### src/rtl/cam_i2c_master.sv
// cam_i2c_master: I2C master for camera sensor register access (write and random read).
// Register address is REG_BYTES bytes and the payload is DATA_BYTES bytes, both sent MSB byte first.
// SCL/SDA are driven open-drain through scl_oe/sda_oe, where 1 pulls the line low.
// One bit slot is four clocks (p0..p3). SCL is low in p0/p1 and released in p2/p3.
// sda_in is sampled at the end of p3.
// Optional build macro: I2C_CLK_STRETCH_EN.
//   When it is defined, the bit phase holds in p2/p3 while a slave keeps the released SCL low.
module cam_i2c_master #(
    parameter int REG_BYTES  = 2,
    parameter int DATA_BYTES = 1
) (
    input  logic                    clk400kHz,
    input  logic                    reset,
    input  logic                    start,
    input  logic                    rw,
    input  logic [6:0]              slave_addr,
    input  logic [8*REG_BYTES-1:0]  reg_addr,
    input  logic [8*DATA_BYTES-1:0] wdata,
    output logic [8*DATA_BYTES-1:0] rdata,
    output logic                    busy,
    output logic                    done,
    output logic                    ack_err,
    output logic                    scl_oe,
    output logic                    sda_oe,
    input  logic                    scl_in,
    input  logic                    sda_in
);

    localparam logic [3:0] ST_IDLE   = 4'd0;
    localparam logic [3:0] ST_START  = 4'd1;
    localparam logic [3:0] ST_ADDR   = 4'd2;
    localparam logic [3:0] ST_REG    = 4'd3;
    localparam logic [3:0] ST_WDATA  = 4'd4;
    localparam logic [3:0] ST_RSTART = 4'd5;
    localparam logic [3:0] ST_RADDR  = 4'd6;
    localparam logic [3:0] ST_RDATA  = 4'd7;
    localparam logic [3:0] ST_STOP   = 4'd8;

    // Bit index 8 inside a byte state is the acknowledge slot.
    localparam logic [3:0] ACK_BIT   = 4'd8;
    localparam logic [1:0] REG_LAST  = 2'(REG_BYTES - 1);
    localparam logic [1:0] DATA_LAST = 2'(DATA_BYTES - 1);

    logic [3:0]              state_r, state_s;
    logic [1:0]              phase_r, phase_s;
    logic [3:0]              bit_r, bit_s;
    logic [1:0]              byte_r, byte_s;
    logic                    rw_r;
    logic [6:0]              addr_r;
    logic [8*REG_BYTES-1:0]  reg_r;
    logic [8*DATA_BYTES-1:0] wdata_r;
    logic [8*DATA_BYTES-1:0] rx_r;
    logic                    hold_s;
    logic                    accept_s;
    logic                    slot_end_s;
    logic                    nack_s;
    logic [8*REG_BYTES-1:0]  reg_sh_s;
    logic [8*DATA_BYTES-1:0] wd_sh_s;
    logic [7:0]              tx_byte_s;
    logic [7:0]              tx_sh_s;
    logic                    tx_bit_s;
    logic                    scl_oe_s;
    logic                    sda_oe_s;

`ifdef I2C_CLK_STRETCH_EN
    // A slave stretching the clock keeps SCL low after the master has released it.
    assign hold_s = phase_r[1] & ~scl_in;
`else
    // Fixed bit timing: scl_in has no effect on the phase counter.
    logic scl_in_unused_s;
    assign scl_in_unused_s = scl_in;
    assign hold_s          = 1'b0;
`endif

    assign accept_s   = (state_r == ST_IDLE) && start;
    assign slot_end_s = (state_r != ST_IDLE) && (phase_r == 2'd3) && !hold_s;

    // Next state, phase and bit/byte counters; slot boundaries move the sequence on.
    always_comb begin
        state_s = state_r;
        phase_s = phase_r;
        bit_s   = bit_r;
        byte_s  = byte_r;
        nack_s  = 1'b0;
        if (state_r == ST_IDLE) begin
            phase_s = 2'd0;
            bit_s   = 4'd0;
            byte_s  = 2'd0;
            if (start) begin
                state_s = ST_START;
            end else begin
                state_s = ST_IDLE;
            end
        end else if (hold_s) begin
            state_s = state_r;
        end else begin
            phase_s = phase_r + 2'd1;
            if (phase_r == 2'd3) begin
                case (state_r)
                    ST_START: begin
                        state_s = ST_ADDR;
                        bit_s   = 4'd0;
                        byte_s  = 2'd0;
                    end
                    ST_RSTART: begin
                        state_s = ST_RADDR;
                        bit_s   = 4'd0;
                    end
                    ST_ADDR, ST_REG, ST_WDATA, ST_RADDR: begin
                        if (bit_r != ACK_BIT) begin
                            bit_s = bit_r + 4'd1;
                        end else if (sda_in) begin
                            // A released line in the slave ACK slot means NACK: abort with STOP.
                            nack_s  = 1'b1;
                            state_s = ST_STOP;
                        end else begin
                            bit_s = 4'd0;
                            case (state_r)
                                ST_ADDR: begin
                                    state_s = ST_REG;
                                    byte_s  = 2'd0;
                                end
                                ST_REG: begin
                                    if (byte_r == REG_LAST) begin
                                        byte_s  = 2'd0;
                                        state_s = rw_r ? ST_RSTART : ST_WDATA;
                                    end else begin
                                        byte_s = byte_r + 2'd1;
                                    end
                                end
                                ST_WDATA: begin
                                    if (byte_r == DATA_LAST) begin
                                        state_s = ST_STOP;
                                    end else begin
                                        byte_s = byte_r + 2'd1;
                                    end
                                end
                                ST_RADDR: begin
                                    state_s = ST_RDATA;
                                    byte_s  = 2'd0;
                                end
                                default: state_s = ST_IDLE;
                            endcase
                        end
                    end
                    ST_RDATA: begin
                        if (bit_r != ACK_BIT) begin
                            bit_s = bit_r + 4'd1;
                        end else if (byte_r == DATA_LAST) begin
                            bit_s   = 4'd0;
                            state_s = ST_STOP;
                        end else begin
                            bit_s  = 4'd0;
                            byte_s = byte_r + 2'd1;
                        end
                    end
                    ST_STOP:  state_s = ST_IDLE;
                    default:  state_s = ST_IDLE;
                endcase
            end else begin
                state_s = state_r;
            end
        end
    end

    // Line drive for the upcoming cycle, derived from the next state so the pads are registered.
    always_comb begin
        reg_sh_s = reg_r << {byte_s, 3'b000};
        wd_sh_s  = wdata_r << {byte_s, 3'b000};
        case (state_s)
            ST_ADDR:  tx_byte_s = {addr_r, 1'b0};
            ST_RADDR: tx_byte_s = {addr_r, 1'b1};
            ST_REG:   tx_byte_s = reg_sh_s[8*REG_BYTES-1 -: 8];
            ST_WDATA: tx_byte_s = wd_sh_s[8*DATA_BYTES-1 -: 8];
            default:  tx_byte_s = 8'h00;
        endcase
        tx_sh_s  = tx_byte_s << bit_s[2:0];
        tx_bit_s = tx_sh_s[7];
        scl_oe_s = 1'b0;
        sda_oe_s = 1'b0;
        case (state_s)
            ST_IDLE: begin
                scl_oe_s = 1'b0;
                sda_oe_s = 1'b0;
            end
            ST_START: begin
                scl_oe_s = 1'b0;
                sda_oe_s = phase_s[1];
            end
            ST_RSTART: begin
                scl_oe_s = ~phase_s[1];
                sda_oe_s = phase_s[1];
            end
            ST_ADDR, ST_REG, ST_WDATA, ST_RADDR: begin
                scl_oe_s = ~phase_s[1];
                sda_oe_s = (bit_s != ACK_BIT) && !tx_bit_s;
            end
            ST_RDATA: begin
                // Master ACKs every received byte except the last, which gets NACK.
                scl_oe_s = ~phase_s[1];
                sda_oe_s = (bit_s == ACK_BIT) && (byte_s != DATA_LAST);
            end
            ST_STOP: begin
                scl_oe_s = (phase_s == 2'd0);
                sda_oe_s = (phase_s != 2'd3);
            end
            default: begin
                scl_oe_s = 1'b0;
                sda_oe_s = 1'b0;
            end
        endcase
    end

    // Sequencer state, request latch, receive shifter and registered outputs.
    always_ff @(posedge clk400kHz) begin
        if (reset) begin
            state_r <= ST_IDLE;
            phase_r <= 2'd0;
            bit_r   <= 4'd0;
            byte_r  <= 2'd0;
            rw_r    <= 1'b0;
            addr_r  <= 7'd0;
            reg_r   <= {(8*REG_BYTES){1'b0}};
            wdata_r <= {(8*DATA_BYTES){1'b0}};
            rx_r    <= {(8*DATA_BYTES){1'b0}};
            rdata   <= {(8*DATA_BYTES){1'b0}};
            busy    <= 1'b0;
            done    <= 1'b0;
            ack_err <= 1'b0;
            scl_oe  <= 1'b0;
            sda_oe  <= 1'b0;
        end else begin
            state_r <= state_s;
            phase_r <= phase_s;
            bit_r   <= bit_s;
            byte_r  <= byte_s;
            scl_oe  <= scl_oe_s;
            sda_oe  <= sda_oe_s;
            busy    <= (state_s != ST_IDLE);
            done    <= slot_end_s && (state_r == ST_STOP);
            if (accept_s) begin
                rw_r    <= rw;
                addr_r  <= slave_addr;
                reg_r   <= reg_addr;
                wdata_r <= wdata;
                rx_r    <= {(8*DATA_BYTES){1'b0}};
                ack_err <= 1'b0;
            end else begin
                if (nack_s) begin
                    ack_err <= 1'b1;
                end
                if (slot_end_s && (state_r == ST_RDATA) && (bit_r != ACK_BIT)) begin
                    rx_r <= {rx_r[8*DATA_BYTES-2:0], sda_in};
                end
                // Read data is published with done, and only for a read that saw no NACK.
                if (slot_end_s && (state_r == ST_STOP) && rw_r && !ack_err) begin
                    rdata <= rx_r;
                end
            end
        end
    end

endmodule

### config.mk
export PLATFORM = sky130hd
export DESIGN_NAME = cam_i2c_master
export DESIGN_NICKNAME = d
export VERILOG_FILES = /design/src/rtl/cam_i2c_master.sv
export SDC_FILE = /design/constraint.sdc
export NUM_CORES = 1
export LEC_CHECK = 0
export BUFFER_PORTS_ARGS = -buffer_cell sky130_fd_sc_hd__buf_2
export CORE_ASPECT_RATIO = 0.8
export CORE_MARGIN = 5
export CORE_UTILIZATION = 60
export DETAILED_ROUTE_END_ITERATION = 8
export PLACE_DENSITY_LB_ADDON = 0.1
export SLEW_MARGIN = 20
export SYNTH_ARGS = -nofsm -noshare
export SYNTH_HDL_FRONTEND = slang
export SYNTH_SLANG_ARGS = --single-unit
### constraint.sdc
create_clock -name clk400kHz -period 5.8 [get_ports clk400kHz]
set_input_delay 0 -clock clk400kHz [delete_from_list [all_inputs] [get_ports clk400kHz]]
set_output_delay 0 -clock clk400kHz [all_outputs]
set_load 0.01 [all_outputs]
* Word level (Yosys, flattened, before mapping)
Index checks and enable logic that the tools add are counted.
** Storage, ports and cells
- Logic and storage cells :: 105
- Flip-flop bits (word level) :: 65
** Operators by class
- Shift operators :: 3
- Add/sub/neg operators :: 3
- Multiplexer cells :: 35
- Bitwise gates (word level) :: 2
- Eq/ne operators :: 22
- Reductions and logical operators :: 25
** Operators with widths (count)
- $mux W4 :: 12
- $eq A4 B3 Y1 const B :: 8
- $pmux W4 S4 :: 2
- $pmux W8 S4 :: 1
- $eq A4 B2 Y1 const B :: 4
- $mux W2 :: 8
- $shl A16 B5 Y16 :: 1
- $eq A4 B4 Y1 const B :: 3
- $pmux W2 S3 :: 2
- $pmux W4 S3 :: 1
- $logic_and A1 B1 Y1 :: 9
- $eq A4 B1 Y1 const B :: 2
- $ne A4 B4 Y1 const B :: 2
- $reduce_bool A4 Y1 :: 2
- $reduce_or A2 Y1 :: 4
- $reduce_or A4 Y1 :: 2
- $shl A8 B3 Y8 :: 1
- $shl A8 B5 Y8 :: 1
- $mux W1 :: 7
- $reduce_or A6 Y1 :: 1
- $add A2 B1 Y2 const B :: 2
- $add A4 B1 Y4 const B :: 1
- $logic_not A2 Y1 :: 2
- $logic_not A4 Y1 :: 1
- 9 further kinds :: 11

* Logic depth before layout (Yosys ltp)
- Word-level depth :: 14
- Gate-level depth with buffers :: 12
- Mapped depth without buffers :: 11

* Least setup slack after synthesis
OpenSTA, ideal clock, no wires.
- Path kind :: register -> register
- Start :: reg phase_r[0]
- End :: reg sda_oe
- Buffers on the path :: 1
- Data arrival time :: 2.587 ns
- Library setup time :: 0.126 ns
- Stages on the path, launching flop included :: 12
- Clock period less this slack :: 2.713 ns
- Required time :: 5.674 ns
- Slack :: 3.087 ns
- Path through :: dfxtp_1 -> ha_1 -> nor2b_1 -> buf_2 -> o21ai_0 -> a221o_1 -> a21o_1 -> nor4_4 -> a221oi_1 -> a221o_1 -> o211ai_2 -> nand3_1
** Between the ends
- Cells in the longest elaborated chain, start to end :: 9
** RTL lines
- from (decl) :: line 45 : logic [1:0] phase_r, phase_s;
- from (signal assigned) :: line 234 : phase_r <= phase_s;
- $eq A2 B2 Y1 :: line 98 : if (phase_r == 2'd3) begin
- $mux W2 / $mux W4 (equally long branches) :: line 98
- $mux W2 / $mux W4 (equally long branches) :: line 85 : if (state_r == ST_IDLE) begin
- $shl A16 B5 Y16, or another cell as far along :: line 168 : reg_sh_s = reg_r << {byte_s, 3'b000};
- $pmux W8 S4 :: line 170 : case (state_s)
- $shl A8 B3 Y8 :: line 177 : tx_sh_s = tx_byte_s << bit_s[2:0];
- $logic_not A1 Y1 :: line 196 : sda_oe_s = (bit_s != ACK_BIT) && !tx_bit_s;
- $logic_and A1 B1 Y1 :: line 196
- $pmux W1 S4 * :: line 181 : case (state_s)
- to (signal assigned) :: line 238 : sda_oe <= sda_oe_s;
- to (decl) :: line 24 : output logic sda_oe,
Mark *: on every way between the ends. The rest lies on a longest branch, timed or not.
A chain may end at the register's enable or synchronous reset.

* Worst setup path after layout
Ends and elaborated chain as after synthesis.

==> out/results.ini <==
[global_routing]
grt_pass1_wl_um = 15100
grt_max_degree = 59
grt-ovfl-total = 0
grt_pass1_vias = 3163
antenna_found_initial = 0
grt_usage_pct = 26.4

[cts]
path_clk_slew_ns = 0.08
cts_made_buffers = 9
cts_hold_buf = 32
post_cts_buffers = 0
cts_tree = built
clk_latency_ns = 0.35
htree_num_levels = 3
clock-root-buffer = clkbuf_8
cts_resized = 0
cts.path.max_buffers = 2
clock_sinks = 65

[timing]
setup_viol = 0
slew_headroom_pct = 30.8
finalCriticalPeriod_ns = 3.52
min_period_over_period_pct = 60.7
timing.final.hold_violations = 0
fmax_mhz = 284
rsz0062_at_grt = no
tns_ns = 0
tightest_slew_ns = 1.04
slew_violations = 0
skew_ns = 0.00831

[detailed_routing]
drt_iter0_drc = 394
wirelength_um = 9300
via_count = 3326
via_per_inst = 6.15
wl_per_cell_um = 17.2
drc = 0
dr.pass1.iters = 5
postRouteAntennaNets = 0

[logic_synthesis]
ys_types = 61
syn_avg_cell_area_um2 = 8.22
synth_edf_count = 0
syn_area_um2 = 3300
synth_ff_type = dfxtp_1
syn_inst = 401
yosys_warnings = 0
async_reset_ff_share_pct = 0
syn_nets = 444
ys_ff_latch = 65
seq_area_frac_synth_pct = 39.5

[placed_design]
port_buffers = 48
place_inst = 493
dp_hpwl_um = 5840
place.gp.congestion = 0.882

[flow_run]
cap_violations = 0

[worst_setup_path]
cp.required_ns = 6.03
crit_path_max_fanout = 11
critPathLaunchType = register
path_class = reg2reg
crit_arrival_ns = 3.76
end_kind = register
rrSetupSlack_ns = 2.28

[floorplan]
coreArea_um2 = 5410
start_util_pct = 61.0
die_y_um = 76.3
pin_count = 50
fp.dieW_um = 92.9
die_area_um2 = 7080
floorplan.rows = 24

[min_path]
hold_path_class = in2reg

[finish]
fillCellCount = 403
areaGrowthSynthToFinish_pct = 22.5
fin_nets = 514
stdcell_count = 541
layout-drive-gt1-share_pct = 16.4
antenna_cells = 0

[run_status]
outcome = finished clean

[power]
ir_worst_vdd_mv = 0.199
p_leak_nw = 1.54
p_per_area_nw_per_um2 = 235

==> critical path, cell delays in order (launching register included) <==
cell and delay [ns]:
dfxtp_1 0.38, ha_1 0.26, nor2b_1 0.59, o21ai_0 0.24
a221oi_1 0.35, o32ai_2 0.13, buf_4 0.22, nor4_4 0.41
a221oi_1 0.21, a221o_1 0.37, o211ai_2 0.16, nand3_1 0.09
==> per-stage QoR <==
stage	hold slack, ns	total power [W]	setup slack, ns	instance area [um2]	utilization (%)
finish	0.0225	0.000950	2.28	4040	74.7
global route	0.0252	0.000985	1.96	4040	74.7
CTS	0.00351	0.000949	2.30	4040	74.7
detailed placement	0.248	0.000581	2.34	3540	65.5
global placement	0.241	0.000578	2.40	3540	65.5
floorplan	0.136	0.000549	3.09	3300	-
==> cell usage after synthesis (all sizes together), types with 4 or more instances <==
master,instances,area [um2]
nor3,7,40.0
a211oi,5,37.5
ha,6,75.1
mux2i,25,250
nor2b,9,56.3
clkbuf,16,60.1
o211ai,5,42.5
nand2,76,285
nand2b,7,51.3
dfxtp,65,1300
buf,9,48.8
nand3,7,35.0
nor3b,4,30.0
o21ai,6,30.0
o31a,4,35.0
nor2,32,123
a21oi,47,235
a22o,4,35.0
a221oi,7,67.6
inv,11,41.3
==> cells by family after synthesis <==
group                      count (synthesis)  share of synthesized area (%)
muxes                                     25                           7.59
DFF                                       65                           39.5
adders and majority gates                  6                           2.28
xor gates and xnor gates                   3                          0.797
and+or+nand+nor                          161                           23.5
AOI/OAI and AO/OA                        105                           21.8
buffers and inverters                     36                           4.56
==> flip-flops by register name, summed over array words and instances, names as in the netlist <==
signal and flops:
reg_r 16, rdata 8, rx_r 8, wdata_r 8, addr_r 7, bit_r 4
state_r 4, byte_r 2, phase_r 2, ack_err 1, busy 1, done 1
rw_r 1, scl_oe 1, sda_oe 1
==> power breakdown <==
part	internal, W	switching (W)	leakage, nW	total, W
Clock	0.000159	0.000198	0.0915	0.000357
Sequential	0.000465	0.0000150	0.529	0.000480
Combinational	0.0000497	0.0000632	0.917	0.000113
==> worst paths after layout <==
path | from | end | depth (start not counted)
worst max-delay path | phase_r[0] | sda_oe | 11
worst min-delay path | sda_in | rx_r[0] | 3
worst max register to register | phase_r[0] | sda_oe | 11
worst min register to register | reg_r[9] | reg_r[9] | 2
==> layer usage <==
metal	up-vias	track usage, %	wire length [um]
li1	1566	-	-
met1	1566	34.2	4110
met2	164	42.6	4280
met3	30	6.91	681
met4	0	9.22	221
met5	-	0	0
==> layout make-up <==
cell class,count,area [um2],share of cell area [%]
multi-input combinational,300,1840,45.7
sequential,65,1300,32.2
timing repair buffer,84,591,14.6
clock buffer,9,124,3.07
tap,65,81.3,2.01
clock inverter,7,55.1,1.36
inverter,11,41.3,1.02
==> cell usage in the layout, fill, tap and decap left out, drive strengths merged, types with 2 or more instances in the layout <==
cell type,count
clkinv,4
and3b,2
nor2b,9
a221oi,7
and3,3
dfxtp,65
ha,6
o31a,4
clkbuf,9
nand2b,7
xnor2,2
mux2i,25
o31ai,2
a221o,3
o22ai,3
a22oi,3
a21oi,47
and2,3
nand3,7
a22o,4
buf,52
nor2,32
nor3b,4
a41oi,3
o2111ai,2
a211oi,5
nor3,7
nor4,2
dlygate4sd3,32
nand2,76
or3,2
a31oi,3
o21ai,6
inv,13
o211ai,5
(Power assumes the default switching activity.)
